## config.mk

```make
export PLATFORM = sky130hd
export DESIGN_NAME = chunked_adder_seq
export DESIGN_NICKNAME = d
export VERILOG_FILES = /design/src/rtl/adder_ctrl_pkg.sv /design/src/rtl/chunk_adder.sv /design/src/rtl/chunked_adder_seq.sv
export SDC_FILE = /design/constraint.sdc
export NUM_CORES = 1
export LEC_CHECK = 0
export ABC_AREA = 1
export ABC_CLOCK_PERIOD_IN_PS = 4400
export CAP_MARGIN = 10
export CORE_ASPECT_RATIO = 1.2
export CORE_MARGIN = 5
export CORE_UTILIZATION = 30
export CTS_BUF_LIST = sky130_fd_sc_hd__clkbuf_16
export DETAILED_ROUTE_END_ITERATION = 8
export PLACE_DENSITY_LB_ADDON = 0.05
export SLEW_MARGIN = 5
export SYNTH_ARGS = -nofsm -noshare
export SYNTH_HDL_FRONTEND = slang
export SYNTH_SLANG_ARGS = --single-unit
```

## constraint.sdc

```tcl
create_clock -name clk -period 4.4 [get_ports clk]
set_input_delay 0.88 -clock clk [delete_from_list [all_inputs] [get_ports clk]]
set_output_delay 0.88 -clock clk [all_outputs]
set_load 0.03 [all_outputs]
```

## src/rtl/adder_ctrl_pkg.sv

```systemverilog
// Shared control definitions for the chunked add/sub sequencer:
// FSM state encodings, chunk-count derivation and a parameter sanity check.
`ifndef ADDER_CTRL_PKG_SV
`define ADDER_CTRL_PKG_SV

// Elaboration-time guard: the operand width must split into whole chunks.
`define ADDER_CTRL_CHECK_DIV(W, C) if (((W) % (C)) != 0) begin : g_chunk_check $error("WIDTH must be a multiple of CHUNK"); end

package adder_ctrl_pkg;

    localparam logic [1:0] ST_IDLE = 2'd0;
    localparam logic [1:0] ST_RUN  = 2'd1;
    localparam logic [1:0] ST_DONE = 2'd2;

    // Number of slice passes per operation.
    function automatic int nch_of(input int width, input int chunk);
        return width / chunk;
    endfunction

    // Chunk index width; at least one bit so NCH==1 still has a legal register.
    function automatic int idx_width(input int nch);
        return (nch > 1) ? $clog2(nch) : 1;
    endfunction

endpackage

`endif

```

## src/rtl/chunk_adder.sv

```systemverilog
// Combinational CHUNK-bit ripple-carry slice built from full-adder cells,
// carry chain runs from bit 0 up to the MSB.
module chunk_adder #(
    parameter int CHUNK = 8
) (
    input  logic [CHUNK-1:0] x,
    input  logic [CHUNK-1:0] y,
    input  logic             c_in,
    output logic [CHUNK-1:0] s,
    output logic             c_out
);

    logic [CHUNK:0] c;

    assign c[0] = c_in;

    // One full-adder cell per bit position.
    for (genvar i = 0; i < CHUNK; i++) begin : g_fa
        assign s[i]   = x[i] ^ y[i] ^ c[i];
        assign c[i+1] = (x[i] & y[i]) | (c[i] & (x[i] ^ y[i]));
    end

    assign c_out = c[CHUNK];

endmodule

```

## src/rtl/chunked_adder_seq.sv

```systemverilog
// Multi-cycle add/sub sequencer: one CHUNK-bit slice reused WIDTH/CHUNK
// times, linked by a registered carry. Valid/ready on both sides, one op
// in flight.
module chunked_adder_seq
    import adder_ctrl_pkg::*;
#(
    parameter int WIDTH = 32,
    parameter int CHUNK = 8
) (
    input  logic             clk,
    input  logic             rst_n,
    input  logic             start_valid,
    output logic             start_ready,
    input  logic [WIDTH-1:0] a,
    input  logic [WIDTH-1:0] b,
    input  logic             cin,
    input  logic             op_sub,
    output logic             res_valid,
    input  logic             res_ready,
    output logic [WIDTH-1:0] sum,
    output logic             cout,
    output logic             ovf,
    output logic             busy
);

    localparam int NCH = nch_of(WIDTH, CHUNK);
    localparam int IW  = idx_width(NCH);
    localparam logic [IW-1:0] LAST = IW'(NCH - 1);

    `ADDER_CTRL_CHECK_DIV(WIDTH, CHUNK)

    logic [1:0]       state_q, state_d;
    logic [WIDTH-1:0] a_q, a_d;
    logic [WIDTH-1:0] b_q, b_d;
    logic             carry_q, carry_d;
    logic [IW-1:0]    idx_q, idx_d;
    logic [WIDTH-1:0] sum_q, sum_d;
    logic             cout_q, cout_d;
    logic             ovf_q, ovf_d;

    logic [31:0]      base;
    logic [CHUNK-1:0] sl_x, sl_y, sl_s;
    logic             sl_co;

    assign base = 32'(idx_q) * 32'(CHUNK);
    assign sl_x = a_q[base +: CHUNK];
    assign sl_y = b_q[base +: CHUNK];

    chunk_adder #(
        .CHUNK(CHUNK)
    ) u_slice (
        .x    (sl_x),
        .y    (sl_y),
        .c_in (carry_q),
        .s    (sl_s),
        .c_out(sl_co)
    );

    // Next-state logic: operand capture, per-chunk accumulation, result handshake.
    always_comb begin
        state_d = state_q;
        a_d     = a_q;
        b_d     = b_q;
        carry_d = carry_q;
        idx_d   = idx_q;
        sum_d   = sum_q;
        cout_d  = cout_q;
        ovf_d   = ovf_q;
        case (state_q)
            ST_IDLE: begin
                if (start_valid) begin
                    a_d     = a;
                    b_d     = op_sub ? ~b : b;
                    carry_d = op_sub ? 1'b1 : cin;
                    idx_d   = '0;
                    state_d = ST_RUN;
                end
            end
            ST_RUN: begin
                sum_d[base +: CHUNK] = sl_s;
                carry_d = sl_co;
                if (idx_q == LAST) begin
                    // Final chunk's top bit is the result MSB.
                    cout_d  = sl_co;
                    ovf_d   = (a_q[WIDTH-1] == b_q[WIDTH-1]) && (sl_s[CHUNK-1] != a_q[WIDTH-1]);
                    state_d = ST_DONE;
                end else begin
                    idx_d = idx_q + 1'b1;
                end
            end
            ST_DONE: begin
                if (res_ready) begin
                    state_d = ST_IDLE;
                end
            end
            default: state_d = ST_IDLE;
        endcase
    end

    // State and datapath registers with asynchronous active-low clear.
    always_ff @(posedge clk or negedge rst_n) begin
        if (!rst_n) begin
            state_q <= ST_IDLE;
            a_q     <= '0;
            b_q     <= '0;
            carry_q <= 1'b0;
            idx_q   <= '0;
            sum_q   <= '0;
            cout_q  <= 1'b0;
            ovf_q   <= 1'b0;
        end else begin
            state_q <= state_d;
            a_q     <= a_d;
            b_q     <= b_d;
            carry_q <= carry_d;
            idx_q   <= idx_d;
            sum_q   <= sum_d;
            cout_q  <= cout_d;
            ovf_q   <= ovf_d;
        end
    end

    assign start_ready = (state_q == ST_IDLE);
    assign res_valid   = (state_q == ST_DONE);
    assign busy        = (state_q != ST_IDLE);
    assign sum         = sum_q;
    assign cout        = cout_q;
    assign ovf         = ovf_q;

endmodule
```

==> results.py, run 1 <==
metrics = {
    "yosys": {
        "synth_seq_area_share": 0.489,
        "synthesis.nets": 760,
        "synthDistinctLibCells": 23,
        "synth_top_area_cell": "dfrtp_1",
        "ys_warn_count": 0,
        "netlist_instances": 676,
        "netlist.area_leader.share": 0.489,
        "syn_avg_cell_area_um2": 7.80,
        "synthesis.area_mm2": 0.00528,
        "synth_seq_cells": 103,
        "yosys-top-cells-area": "dfrtp_1 (49%), nand2_1 (25%), xor2_1 (5.3%)",
    },
    "timing": {
        "max_clock_freq_mhz": 240,
        "timing.final.crit_share": 0.945,
        "drv_slew": 0,
        "rsz0062_at_grt": "true",
        "worst_pin_slew_ns": 1.02,
        "setup_viol": 0,
        "min_period_ns": 4.16,
        "slew_headroom": 0.322,
        "hold_violations": 0,
        "clock_skew_ns": 0.00848,
    },
    "power": {
        "power_leakage_nw": 3.53,
        "powerDensity_mw_per_mm2": 809,
        "swShare": 0.450,
        "pwr-share-comb": 0.549,
        "ir_worst_vdd_uv": 286,
        "p_clk_frac": 0.161,
        "pwr-share-seq": 0.289,
        "switchingPower_mw": 2.52,
        "p_int_mw": 3.08,
    },
    "clock_tree": {
        "clkTransAtPathRegs_ns": 0.07,
        "insertion_delay_ns": 0.35,
        "clock-sinks": 103,
        "cts_buffer_depth": 2,
        "cts_tree": "built",
        "root_buffer": "clkbuf_16",
        "cts_made_buffers": 9,
        "cts-htree-levels": 3,
    },
    "die": {
        "dieWidth_um": 131,
        "ios": 107,
        "rows": 53,
        "die_height_um": 155,
        "floorplan.initialDensity": 0.302,
        "die_area_mm2": 0.0203,
        "core_area_mm2": 0.0174,
    },
    "grt": {
        "grt_max_degree": 69,
        "grt_pass1_vias": 4603,
        "grt_antenna_before_repair": 0,
        "track_usage": 0.146,
        "gr-total-overflow": 0,
        "grt_pass1_wl_um": 23300,
    },
    "detailed_routing": {
        "drc": 0,
        "ant_nets": 0,
        "dr.pass1.iters": 4,
        "wl_um": 14100,
        "via_per_inst": 4.41,
        "wl_per_cell_um": 14.1,
        "vias": 4412,
        "first_iter_violations": 159,
    },
    "finish": {
        "fin_nets": 860,
        "post-route-util": 0.396,
        "final_common_cell": "nand2_1",
        "nFillCells": 1897,
        "areaGrowthSynthToFinish_pct": 31.1,
        "drive_above_1_share": 0.0755,
        "final_cell_mix": "nand2_1 (353), clkdlybuf4s50_1 (104), dfrtp_1 (101)",
        "antenna_cells": 0,
        "finalNonFillerCells": 1001,
    },
    "setup_path": {
        "critPathKind": "reg2reg",
        "cp.arrival_ns": 4.45,
        "end_kind": "register",
        "start_kind": "register",
        "required_ns": 4.69,
        "path_max_fanout": 7,
    },
    "worst_hold_path": {
        "hold_class": "reg2reg",
    },
    "placement": {
        "dpl.cell_count": 983,
        "port_buffers": 106,
        "hpwl_um": 10900,
        "gp_congestion": 0.831,
    },
    "job": {
        "cap_viol_max_count": 0,
    },
    "run_status": {
        "status": "complete, no violations",
    },
}
==> power by group through the flow <==
stage | Clock (mW) | Sequential [mW] | Combinational (mW)
2_1_floorplan | 0 | 1.71 | 1.85
3_3_place_gp | 0 | 1.64 | 3.01
3_5_place_dp | 0 | 1.64 | 3.02
4_1_cts | 0.928 | 1.63 | 3.06
5_1_grt | 0.960 | 1.67 | 3.48
6_report | 0.902 | 1.62 | 3.07
==> metal layers <==
metal,wire [um],GRT usage
met5,0,0
met4,247,0.0534
met3,556,0.0234
met2,7140,0.247
met1,6190,0.188
==> worst max-delay path, stage by stage (launching register included) <==
cell and delay, ns:
dfrtp_2 0.46, inv_4 0.11, nand2_2 0.05, nand3_1 0.07, nand2_2 0.06, fa_2 0.36, fa_2 0.38, fa_2 0.37
fa_2 0.36, inv_2 0.06, fa_1 0.15, inv_1 0.05, fa_2 0.34, fa_2 0.36, inv_2 0.06, fa_1 0.44
inv_1 0.11, buf_4 0.11, nand3_1 0.05, nand2_1 0.07, nand2_1 0.04, nand2_1 0.05
==> registers in the layout (all words and copies together), names as in the netlist <==
register	flops
a_q	32
b_q	32
carry_q	1
cout	1
idx_q	2
ovf	1
state_q	2
sum	32
==> cell families after synthesis <==
family / count (synthesis) / synth area share
simple gates: 424 / 0.317
flops: 103 / 0.489
buf+inv: 74 / 0.0645
xor+xnor: 32 / 0.0531
compound gates: 29 / 0.0318
fa+ha+maj: 14 / 0.0446
==> synthesized netlist by cell type (all sizes together) <==
| library cell | instances |
|---|---|
| nor2 | 24 |
| o31ai | 1 |
| inv | 40 |
| ha | 6 |
| fa | 8 |
| nand3 | 40 |
| o21ai | 20 |
| clkbuf | 3 |
| clkinv | 1 |
| nand2 | 358 |
| o211ai | 8 |
| xor2 | 32 |
| buf | 30 |
| dfrtp | 103 |
| nand4 | 2 |
==> final timing paths <==
path,slack [ns],from,end,cells past startpoint
min in group asynchronous,0.49,rst_n,sum[29],1
setup reg to reg,0.24,idx_q[0],ovf,21
max in group asynchronous,2.94,rst_n,idx_q[1],2
setup / recovery,0.24,idx_q[0],ovf,21
hold reg to reg,0.48,b_q[12],b_q[12],2
hold / removal,0.48,b_q[12],b_q[12],2
==> final cells by class <==
class / instances / area, um2 / share of cell area
clock inverters: 7 / 111 / 0.0161
well taps: 220 / 275 / 0.0398
multi-input cells: 499 / 2390 / 0.345
inverters: 41 / 158 / 0.0228
flip-flops and latches: 103 / 2580 / 0.373
clock buffers: 9 / 225 / 0.0326
repair buffers: 122 / 1180 / 0.170
==> what timing repair did <==
item                                   4_1_cts  5_1_grt
endpoints found under the hold margin        0        0
resized for setup                            5       12
setup endpoints to repair                    5        5
buffers inserted                             1        1
gates cloned                                 0        0
pin swaps                                    1        9
hold buffers                                 0        0
==> metrics by stage <==
stage	setup TNS, ns	hold WS, ns	setup WS [ns]	instance area, um2	power [mW]
after floorplan	0	0.449	0.00632	5310	3.56
after global placement	-0.0463	0.467	-0.0402	6520	4.65
after detailed placement	-0.227	0.466	-0.0827	6520	4.66
after CTS	0	0.484	0.0409	6880	5.62
after global routing	-0.0192	0.496	-0.0111	6910	6.11
final	0	0.478	0.240	6910	5.59
(Power assumes the default switching activity.)
==> run 2: changes to the inputs <==
ABC_AREA = not set   (was 1)
HOLD_SLACK_MARGIN = 0.02   (was not set)
==> results.py, run 2 <==
metrics = {
    "clock_tree": {
        "cts_tree": "built",
        "clock-sinks": 103,
        "root_buffer": "clkbuf_16",
        "cts-htree-levels": 3,
        "insertion_delay_ns": 0.34,
        "ctsHoldBuffers": 0,
        "clkTransAtPathRegs_ns": 0.07,
        "cts_made_buffers": 9,
        "cts_buffer_depth": 2,
    },
    "grt": {
        "track_usage": 0.126,
        "gr-total-overflow": 0,
        "grt_pass1_vias": 3318,
        "grt_max_degree": 100,
        "gr-usage-met2": 0.214,
        "grt_use_met1": 0.164,
        "grt_antenna_before_repair": 0,
        "top_usage_layer": "met2",
        "grt_pass1_wl_um": 18600,
        "grt_util_met3": 0.0258,
    },
    "finish": {
        "fin_nets": 573,
        "areaGrowthSynthToFinish_pct": 32.1,
        "nFillCells": 1621,
        "drive_above_1_share": 0.205,
        "fin_area_mm2": 0.00640,
        "final_common_cell": "clkdlybuf4s50_1",
        "final_cell_mix": "clkdlybuf4s50_1 (104), dfrtp_1 (102), mux2_2 (35)",
        "finalNonFillerCells": 705,
        "antenna_cells": 0,
    },
    "die": {
        "die_height_um": 149,
        "floorplan.initialDensity": 0.302,
        "rows": 51,
        "die_area_mm2": 0.0188,
        "dieWidth_um": 126,
        "core_area_mm2": 0.0161,
        "ios": 107,
    },
    "setup_path": {
        "end_kind": "register",
        "crit_path_frequent_cell": "fa_2",
        "crit_family": "adder cells",
        "crit_buf_inv": 4,
        "crit_slowest_cell": "dfrtp_2",
        "critPathKind": "reg2reg",
        "required_ns": 4.63,
        "worstRegToRegCells": 16,
        "critical_path.max_stage_delay_ns": 0.45,
        "start_kind": "register",
        "cp.depth": 16,
        "cp.arrival_ns": 4.49,
        "crit_chain": "mux4_2 > inv_1 > fa_2 > fa_2 > fa_2 > fa_2 > inv_2 > fa_2 > inv_2 > fa_2 > fa_2 > inv_2 > fa_1 > nand2b_1 > o22ai_1 > mux2_2",
        "path_max_fanout": 5,
    },
    "yosys": {
        "synth_most_common_cell": "dfrtp_1",
        "yosys-top-cells-area": "dfrtp_1 (53%), mux2_2 (8.1%), mux4_2 (7.4%)",
        "async_reset_ff_frac": 1.00,
        "synth_edf_count": 0,
        "synthDistinctLibCells": 31,
        "synth_flop_cell": "dfrtp_1",
        "synth_seq_cells": 103,
        "synthTopCellsByCount": "dfrtp_1 (103), mux2_2 (35), nor2_1 (34)",
        "syn_avg_cell_area_um2": 12.6,
        "netlist_instances": 384,
        "synthesis.nets": 468,
        "synth_seq_area_share": 0.532,
        "synth_top_area_cell": "dfrtp_1",
        "ys_warn_count": 0,
        "synthesis.area_mm2": 0.00485,
        "netlist.area_leader.share": 0.532,
    },
    "power": {
        "power_mw": 5.35,
        "power_leakage_nw": 2.62,
        "powerDensity_mw_per_mm2": 836,
        "ir_worst_vdd_uv": 271,
    },
    "detailed_routing": {
        "wl_um": 11500,
        "via_per_inst": 4.44,
        "ant_nets": 0,
        "first_iter_violations": 176,
        "wl_per_cell_um": 16.2,
        "drc": 0,
        "dr.pass1.iters": 4,
        "vias": 3132,
    },
    "timing": {
        "setup_viol": 0,
        "clock_skew_ns": 0.00724,
        "min_period_ns": 4.26,
        "timing.final.crit_share": 0.968,
        "tns_ns": 0,
        "slew_headroom": 0.408,
        "max_clock_freq_mhz": 235,
        "holdWs_ns": 0.479,
        "drv_slew": 0,
        "hold_violations": 0,
        "worst_pin_slew_ns": 0.888,
        "rsz0062_at_grt": "true",
    },
    "placement": {
        "hpwl_um": 8820,
        "dpl.cell_count": 690,
        "dpl-instance-area_mm2": 0.00614,
        "gp_congestion": 0.745,
        "port_buffers": 106,
    },
    "run_status": {
        "status": "complete, no violations",
    },
    "worst_hold_path": {
        "holdPathStages": 2,
        "hold_class": "reg2reg",
    },
    "job": {
        "cap_viol_max_count": 0,
    },
}
run 2: cell types whose count changed in the layout (fill, tap and decap cells not counted), sizes merged, moves of 6 or more:
cell and change:
mux4 +16, nor2 +10, inv -15, o211ai -8, xor2 -32, xnor2 +32
o2bb2ai +14, nand2 -336, a21oi +32, buf -6, nand3 -38, mux2 +35
run 2: metrics by stage:
stage	worst slack, ns	utilization
after CTS	0.0143	0.398
after floorplan	0.0198	-
after global placement	0.0409	0.382
after global routing	-0.00112	0.398
final	0.141	0.398
after detailed placement	0.0192	0.382
run 2: layout make-up:
cell class	instances	area, um2	share of cell area
clock buffers	9	225	0.0352
clock inverters	6	31.3	0.00488
inverters	23	86.3	0.0135
multi-input cells	236	2080	0.324
flip-flops and latches	103	2580	0.403
well taps	212	265	0.0414
repair buffers	116	1140	0.178
run 2: timing repair:
action                                  CTS  global route
setup buffers                             0             0
endpoints found under the setup margin    0             5
resized for setup                         0             8
hold endpoints to repair                  0             0
run 2: report_power, final:
part           total (mW)  internal, mW  switching (mW)
sequential           1.67          1.39           0.277
combinational        2.97          1.38            1.59
clock               0.711         0.374           0.337
run 2: per-layer routing:
metal | vias to the layer above | share of wire
met4 | 0 | 0.011
met1 | 1529 | 0.44
met3 | 9 | 0.036
li1 | 1529 | -
met2 | 65 | 0.51
met5 | - | 0
run 2: final timing paths:
path	start	endpoint	slack, ns
setup / recovery	idx_q[0]	ovf	0.14
hold / removal	sum[24]	sum[24]	0.48
setup reg to reg	idx_q[0]	ovf	0.14
hold reg to reg	sum[24]	sum[24]	0.48
max in group asynchronous	rst_n	b_q[5]	3.08
min in group asynchronous	rst_n	a_q[14]	0.49
run 2: kinds of logic (layout without fill, tap and decap cells):
kind of cell             count (synthesis)  after routing  synth area share
AND/OR/NAND/NOR                         71             71            0.0720
buffers and inverters                   45            154            0.0449
AO/OA/AOI/OAI                           68             68            0.0896
XOR/XNOR                                32             32            0.0578
flip-flops                             103            103             0.532
multiplexers                            51             51             0.156
adder cells (fa/ha/maj)                 14             14            0.0485
run 2: worst reg2reg max path, delay by kind of cell, from the launching register on:
kind / cells / cell delay [ns]
muxes: 2 / 0.59
buffers and inverters: 4 / 0.21
AOI/OAI and AO/OA: 1 / 0.07
and+or+nand+nor: 1 / 0.09
DFF: 1 / 0.45
adders and majority gates: 8 / 2.73
==> run 3: changes to the inputs <==
ABC_CLOCK_PERIOD_IN_PS = 4560   (was 4400)
clock period = 4.56 ns   (was 4.4 ns; I/O delays follow)
==> results.py, run 3 (synthesis results as in run 2) <==
metrics = {
    "clock_tree": {
        "root_buffer": "clkbuf_16",
        "clkTransAtPathRegs_ns": 0.07,
        "cts-htree-levels": 3,
        "cts_buffer_depth": 2,
        "ctsHoldBuffers": 0,
        "post_cts_buffers": 0,
        "cts_tree": "built",
        "cts_made_buffers": 9,
        "clock-sinks": 103,
        "insertion_delay_ns": 0.34,
    },
    "power": {
        "ir_worst_vdd_uv": 283,
        "p_clk_frac": 0.153,
        "swShare": 0.403,
        "power_leakage_nw": 2.65,
        "switchingPower_mw": 2.11,
        "p_int_mw": 3.13,
        "pwr-share-seq": 0.309,
        "power_mw": 5.24,
        "pwr-share-comb": 0.538,
        "powerDensity_mw_per_mm2": 813,
    },
    "die": {
        "dieWidth_um": 126,
        "ios": 107,
        "floorplan.initialDensity": 0.302,
        "core_area_mm2": 0.0161,
        "die_height_um": 149,
        "die_area_mm2": 0.0188,
        "rows": 51,
    },
    "grt": {
        "gr-total-overflow": 0,
        "grt_pass1_wl_um": 19100,
        "grt_max_degree": 100,
        "grt_pass1_vias": 3492,
        "track_usage": 0.131,
        "grt_antenna_before_repair": 0,
    },
    "detailed_routing": {
        "vias": 3175,
        "drt-met1-wl_um": 5060,
        "drc": 0,
        "first_iter_violations": 149,
        "ant_nets": 0,
        "top_layer_used": "met4",
        "met2_wirelength_um": 5950,
        "wl_per_cell_um": 16.5,
        "dr.pass1.iters": 4,
        "via_per_inst": 4.51,
        "wl_met3_um": 450,
        "wl_um": 11600,
    },
    "finish": {
        "drive_above_1_share": 0.195,
        "multiInputGateArea_mm2": 0.00207,
        "fin_nets": 572,
        "antenna_cells": 0,
        "post-route-util": 0.401,
        "finalNonFillerCells": 704,
        "final_cell_mix": "clkdlybuf4s50_1 (104), dfrtp_1 (102), mux2_2 (35)",
        "nFillCells": 1588,
        "ff_latch_area_mm2": 0.00258,
        "final_common_cell": "clkdlybuf4s50_1",
        "areaGrowthSynthToFinish_pct": 32.9,
        "fin_area_mm2": 0.00644,
    },
    "timing": {
        "drv_slew": 0,
        "setup_viol": 0,
        "tns_ns": 0,
        "min_period_ns": 4.32,
        "timing.final.crit_share": 0.947,
        "hold_violations": 0,
        "rsz0062_at_grt": "false",
        "slew_headroom": 0.365,
        "holdWs_ns": 0.481,
        "max_clock_freq_mhz": 232,
        "setup_ws_ns": 0.241,
        "worst_pin_slew_ns": 0.952,
        "clock_skew_ns": 0.00577,
    },
    "placement": {
        "dpl-instance-area_mm2": 0.00612,
        "gp_congestion": 0.719,
        "port_buffers": 106,
        "hpwl_um": 8900,
        "dpl_worst_slack_ns": -0.0225,
        "dpl.cell_count": 689,
    },
    "job": {
        "cap_viol_max_count": 0,
    },
    "setup_path": {
        "end_kind": "register",
        "reg2reg_slack_ns": 0.24,
        "cp.arrival_ns": 4.55,
        "worstRegToRegCells": 16,
        "rr_endpoint": "ovf",
        "rr_startpoint": "idx_q[0]",
        "start_kind": "register",
        "path_max_fanout": 5,
        "required_ns": 4.79,
        "critPathKind": "reg2reg",
    },
    "worst_hold_path": {
        "holdPathStages": 2,
        "hp-start": "sum[3]",
        "hold_class": "reg2reg",
        "hold_path_end": "sum[3]",
    },
    "run_status": {
        "status": "complete, no violations",
    },
}
run 3: metal layers:
metal / GRT usage / up-vias
li1: - / 1526
met1: 0.164 / 1561
met2: 0.225 / 74
met3: 0.0254 / 14
met4: 0.0451 / 0
met5: 0 / -
run 3: cell type report:
class,instances,area share
clock inverters,6,0.0122
inverters,23,0.0134
clock buffers,9,0.0350
repair buffers,115,0.176
well taps,212,0.0412
multi-input cells,236,0.322
flip-flops and latches,103,0.400
run 3: what timing repair did:
action	4_1_cts	5_1_grt
endpoints found under the setup margin	1	5
gates resized for setup	2	6
pin swaps	0	5
run 3: how the worst max path moves through the flow:
stage	to	slack, ns	from	depth (start not counted)
2_1_floorplan	ovf	0.02	idx_q[0]	17
4_1_cts	ovf	0.05	idx_q[0]	16
6_report	ovf	0.24	idx_q[0]	16
3_3_place_gp	ovf	0.02	idx_q[0]	16
5_1_grt	ovf	0.04	idx_q[0]	16
3_5_place_dp	ovf	-0.02	idx_q[0]	16
run 3: power by group through the flow:
stage / Sequential [mW] / Clock [mW] / Combinational, mW
after detailed placement: 1.65 / 0 / 2.82
after global routing: 1.68 / 0.865 / 3.16
after global placement: 1.64 / 0 / 2.79
final: 1.62 / 0.801 / 2.82
after CTS: 1.63 / 0.824 / 2.84
after floorplan: 1.77 / 0 / 1.69
run 3: worst max-delay path: stages (launching register included):
cell	delay, ns
dfrtp_2	0.45
mux4_2	0.33
inv_1	0.05
fa_2	0.36
fa_2	0.37
fa_2	0.38
fa_2	0.34
inv_2	0.06
fa_2	0.17
inv_1	0.05
fa_2	0.34
fa_1	0.36
inv_1	0.08
fa_1	0.43
nand2b_1	0.10
o22ai_1	0.07
mux2_2	0.26
